--- src/rtl/simple_mem_arbiter.sv ---
// Shares one single-port synchronous RAM between instruction fetch and MEM-stage data access.
// Define ARB_STATS_EN to add the stat_stall / stat_conflict saturating counters.
module simple_mem_arbiter #(
    parameter int AW       = 16,
    parameter int DW       = 16,
    parameter int RD_LAT   = 1,
    parameter int MAX_WAIT = 3
) (
    input  logic          clk,
    input  logic          rst_n,
    input  logic          if_req,
    input  logic [AW-1:0] if_addr,
    output logic          if_gnt,
    output logic          if_rvalid,
    output logic [DW-1:0] if_rdata,
    output logic          if_stall,
    input  logic          dm_req,
    input  logic          dm_we,
    input  logic [AW-1:0] dm_addr,
    input  logic [DW-1:0] dm_wdata,
    output logic          dm_gnt,
    output logic          dm_rvalid,
    output logic [DW-1:0] dm_rdata,
    output logic [AW-1:0] ram_addr,
    output logic [DW-1:0] ram_wdata,
    output logic          ram_we,
    input  logic [DW-1:0] ram_q
`ifdef ARB_STATS_EN
    ,
    output logic [15:0]   stat_stall,
    output logic [15:0]   stat_conflict
`endif
);

    localparam logic [3:0] LP_MAX_WAIT = 4'(MAX_WAIT);

    logic [3:0]        r_wait_cnt;
    logic [3:0]        w_wait_next;
    logic              w_if_win;
    logic              w_dm_win;
    logic              w_rd_gnt;
    logic [AW-1:0]     r_last_addr;
    logic [RD_LAT-1:0] r_tag_vld;
    logic [RD_LAT-1:0] r_tag_own;
    logic [RD_LAT-1:0] w_tag_vld_in;
    logic [RD_LAT-1:0] w_tag_own_in;
    logic              w_ret_vld;
    logic              w_ret_own;
    logic [DW-1:0]     r_if_rdata;
    logic [DW-1:0]     r_dm_rdata;

    // Data access has priority; a fetch denied MAX_WAIT cycles in a row takes the port.
    always_comb begin
        w_if_win = 1'b0;
        w_dm_win = 1'b0;
        if (if_req && dm_req) begin
            if (r_wait_cnt == LP_MAX_WAIT) begin
                w_if_win = 1'b1;
            end else begin
                w_dm_win = 1'b1;
            end
        end else begin
            w_if_win = if_req;
            w_dm_win = dm_req;
        end
    end

    always_comb begin
        w_wait_next = r_wait_cnt;
        if (!if_req || w_if_win) begin
            w_wait_next = 4'd0;
        end else if (r_wait_cnt < LP_MAX_WAIT) begin
            w_wait_next = r_wait_cnt + 4'd1;
        end
    end

    assign w_rd_gnt = w_if_win | (w_dm_win & ~dm_we);

    assign if_gnt    = w_if_win;
    assign dm_gnt    = w_dm_win;
    assign if_stall  = if_req & ~w_if_win;
    assign ram_we    = w_dm_win & dm_we;
    assign ram_wdata = dm_wdata;
    assign ram_addr  = w_if_win ? if_addr : (w_dm_win ? dm_addr : r_last_addr);

    always_ff @(posedge clk or negedge rst_n) begin
        if (!rst_n) begin
            r_wait_cnt  <= 4'd0;
            r_last_addr <= '0;
        end else begin
            r_wait_cnt <= w_wait_next;
            if (w_if_win || w_dm_win) begin
                r_last_addr <= ram_addr;
            end
        end
    end

    // One tag stage per cycle of RAM latency; owner 1 means the data port.
    assign w_tag_vld_in[0] = w_rd_gnt;
    assign w_tag_own_in[0] = w_dm_win;

    genvar gi;
    generate
        for (gi = 1; gi < RD_LAT; gi++) begin : g_tag
            assign w_tag_vld_in[gi] = r_tag_vld[gi-1];
            assign w_tag_own_in[gi] = r_tag_own[gi-1];
        end
    endgenerate

    always_ff @(posedge clk or negedge rst_n) begin
        if (!rst_n) begin
            r_tag_vld <= '0;
            r_tag_own <= '0;
        end else begin
            r_tag_vld <= w_tag_vld_in;
            r_tag_own <= w_tag_own_in;
        end
    end

    assign w_ret_vld = r_tag_vld[RD_LAT-1];
    assign w_ret_own = r_tag_own[RD_LAT-1];

    assign if_rvalid = w_ret_vld & ~w_ret_own;
    assign dm_rvalid = w_ret_vld & w_ret_own;
    assign if_rdata  = if_rvalid ? ram_q : r_if_rdata;
    assign dm_rdata  = dm_rvalid ? ram_q : r_dm_rdata;

    // Each requester keeps its last returned word until its next read completes.
    always_ff @(posedge clk or negedge rst_n) begin
        if (!rst_n) begin
            r_if_rdata <= '0;
            r_dm_rdata <= '0;
        end else begin
            if (if_rvalid) begin
                r_if_rdata <= ram_q;
            end
            if (dm_rvalid) begin
                r_dm_rdata <= ram_q;
            end
        end
    end

`ifdef ARB_STATS_EN
    logic [15:0] r_stat_stall;
    logic [15:0] r_stat_conflict;

    always_ff @(posedge clk or negedge rst_n) begin
        if (!rst_n) begin
            r_stat_stall    <= 16'd0;
            r_stat_conflict <= 16'd0;
        end else begin
            if (if_stall && (r_stat_stall != 16'hFFFF)) begin
                r_stat_stall <= r_stat_stall + 16'd1;
            end
            if (if_req && dm_req && (r_stat_conflict != 16'hFFFF)) begin
                r_stat_conflict <= r_stat_conflict + 16'd1;
            end
        end
    end

    assign stat_stall    = r_stat_stall;
    assign stat_conflict = r_stat_conflict;
`endif

endmodule

--- config.mk ---
export PLATFORM = sky130hd
export DESIGN_NAME = simple_mem_arbiter
export DESIGN_NICKNAME = d
export VERILOG_FILES = /design/src/rtl/simple_mem_arbiter.sv
export SDC_FILE = /design/constraint.sdc
export NUM_CORES = 1
export LEC_CHECK = 0
export ABC_AREA = 1
export CORE_MARGIN = 2
export CORE_UTILIZATION = 40
export CTS_CLUSTER_DIAMETER = 200
export DETAILED_ROUTE_END_ITERATION = 8
export HOLD_SLACK_MARGIN = 0.12
export PLACE_DENSITY = 0.89
export SETUP_SLACK_MARGIN = 0.15
export SLEW_MARGIN = 40
export SYNTH_ARGS = -nofsm -noshare
export SYNTH_HDL_FRONTEND = slang
export SYNTH_SLANG_ARGS = --single-unit
export TNS_END_PERCENT = 5
--- constraint.sdc ---
create_clock -name clk -period 2.8 [get_ports clk]
set_input_delay 0.56 -clock clk [delete_from_list [all_inputs] [get_ports clk]]
set_output_delay 0.56 -clock clk [all_outputs]
set_load 0.03 [all_outputs]
==> metrics.txt <==
status completed; Switch Pwr 0.702 mW; clock-pin slew on the worst setup and hold paths 0.09 ns; Startpoint Class input port; Final Net Count 482; Crit. End Element primary output; max cap viols 0; largest net degree at the start of global routing 34; Root Driver clkbuf_8; WL final 5460 um; WS Path Type input port to primary output; Hold Buf Count CTS 0; Synth Cell Area 2590 um^2; Power Total 2.14 mW; clk_skew 0.00379 ns; FF+latch count, synth 54; Die W 84.4 um; post-DR wirelength/cell 11.1 um; Initial Util 0.410; Final Hold Viols 0; CTS tree yes; Post-synth ARST share 1.00; via count 2158; syn_area_per_cell 8.06 um^2; Tightest Hold Check Type input port to asynchronous set/reset pin; Synth Flop Type dfrtp_1; unrepaired setup endpoints after global routing no; Clock Sinks 54; initial antenna violation count 0; Setup Viol. Count Final 0; global-route wire length before repair 9170 um; Worst IR Drop VDD 0.325 mV; count of pins over their slew limit 0; Worst Path Required 2.24 ns; Iter 0 DRT Violations 63; sequential power share 0.426; Worst-Skew Late Latency 0.29 ns; Pre-antenna DRT Iters 4; worst-path fanout max 2; P&R area growth vs syn 43.6%; layout cells sized above 1 0.133; number of diodes 0; Arr. time, crit path 2.02 ns; fin util 0.589; drt drc 0; Seq/Total Area, Yosys 0.522; synth warn 0; Clk pwr share 0.234; DP HPWL 4180 um; Period minus WS final 2.58 ns; Core Region 6310 um^2; reg2reg start r_wait_cnt[2]; Final GP Congestion 0.756; total CTS buffers 5; chip height 84.4 um; Post-synth EDFFs 0; most common cell in the netlist nand2_1; fmax 0.388 GHz; clk buf depth 2; LEAKAGE 2.15 nW; period utilization 0.922; Area contributors post-synth dfrtp_1, nand2_1, o21ai_0; synth cell count leaders nand2_1, dfrtp_1, inv_1; syn nets 391; PwrDens 576 nW/um^2; slew margin rel. 0.640; CP startpoint ram_q[14]; number of port buffers 106; vias in the first global route 2105; sw frac 0.328; GRT overflow 0; cell taking the most area after synthesis dfrtp_1; synth unique cells 20; I/O pins 139; setup tns final 0 ns; worst-margin pin slew 0.540 ns; post-synthesis cell count 321; setup bufs post-CTS 0; die area 7130 um^2; Comb power frac 0.340; routed vias/inst 4.40; All-Layer GR Usage 0.157; DRT antenna net count 0; Internal 1.44 mW; H-tree depth 2; Rows 29; Yosys top cell area share 0.522
[power by group through the flow]
stage | sequential, mW | combinational (mW) | clock (mW)
2_1_floorplan | 0.921 | 0.463 | 0
4_1_cts | 0.914 | 0.746 | 0.522
5_1_grt | 0.922 | 0.791 | 0.551
3_3_place_gp | 0.923 | 0.732 | 0
6_report | 0.912 | 0.727 | 0.501
3_5_place_dp | 0.929 | 0.745 | 0
[per-stage QoR]
| step | instance area, um^2 | worst slack [ns] | instances | hold slack, ns |
|---|---|---|---|---|
| floorplan | 2590 | 0.299 | 321 | 0.264 |
| global placement | 3540 | 0.203 | 482 | 0.479 |
| detailed placement | 3540 | 0.154 | 482 | 0.484 |
| CTS | 3650 | 0.0390 | 490 | 0.244 |
| global route | 3720 | 0.146 | 490 | 0.275 |
| finish | 3720 | 0.220 | 490 | 0.236 |
[state kept, by name (all words and copies together), names as in the netlist]
name	cells
r_tag_own	1
r_tag_vld	1
r_last_addr	16
r_wait_cnt	4
r_if_rdata	16
r_dm_rdata	16
[cell usage in the layout, fill, tap and decap left out]
cell,count
inv_1,42
nand2_8,1
nor2_1,27
o21ai_0,35
bufinv_16,1
buf_12,1
nand2_1,110
buf_2,1
inv_2,1
nand3_1,2
nand2_2,7
clkbuf_8,5
o211ai_1,1
nand2_4,1
ha_1,1
dlygate4sd2_1,1
nor2_2,10
dfrtp_1,54
nand3_4,1
dlymetal6s2s_1,25
clkdlybuf4s50_1,60
buf_4,23
clkinv_2,3
[logic make-up (layout without fill, tap and decap cells)]
logic type / count (synthesis) / count (layout) / share of synthesized area
flops: 54 / 54 / 0.522
buf+inv: 71 / 163 / 0.144
compound gates: 36 / 36 / 0.0706
fa+ha+maj: 1 / 1 / 0.00483
simple gates: 159 / 159 / 0.259
[worst max-delay path: stages]
cell and delay, ns:
clkdlybuf4s50_1 0.45, inv_1 0.05, o21ai_0 0.24, clkdlybuf4s50_1 0.72
[layer usage]
layer / GRT usage / part of all wire / vias up
met5: 0 / 0 / -
met4: 0.0375 / 0.0088 / 0
met3: 0.0462 / 0.075 / 6
met2: 0.278 / 0.48 / 84
met1: 0.189 / 0.43 / 947
li1: - / - / 1121
[area by class of cell]
type                            count  area (um^2)
Tap cell                           77         96.3
Clock buffer                        5         68.8
Fill cell                         590         2600
Clock inverter                      3         40.0
Sequential cell                    54         1350
Inverter                           44          166
Multi-Input combinational cell    196          875
Timing Repair Buffer              111         1120
[what timing repair did]
action	CTS	global route
gates resized for setup	1	26
pin swaps	0	0
setup endpoints to repair	13	40
[worst paths after layout]
check	endpoint	slack (ns)	depth (start not counted)
min in group clk	r_if_rdata[9]	0.50	2
worst max register to register	r_last_addr[12]	1.49	6
worst min register to register	r_if_rdata[9]	0.50	2
worst max-delay path	dm_rdata[14]	0.22	4
worst min-delay path	r_dm_rdata[0]	0.24	1
max in group asynchronous	r_if_rdata[11]	1.78	2
Note: power is estimated with default switching activity, not from simulation.
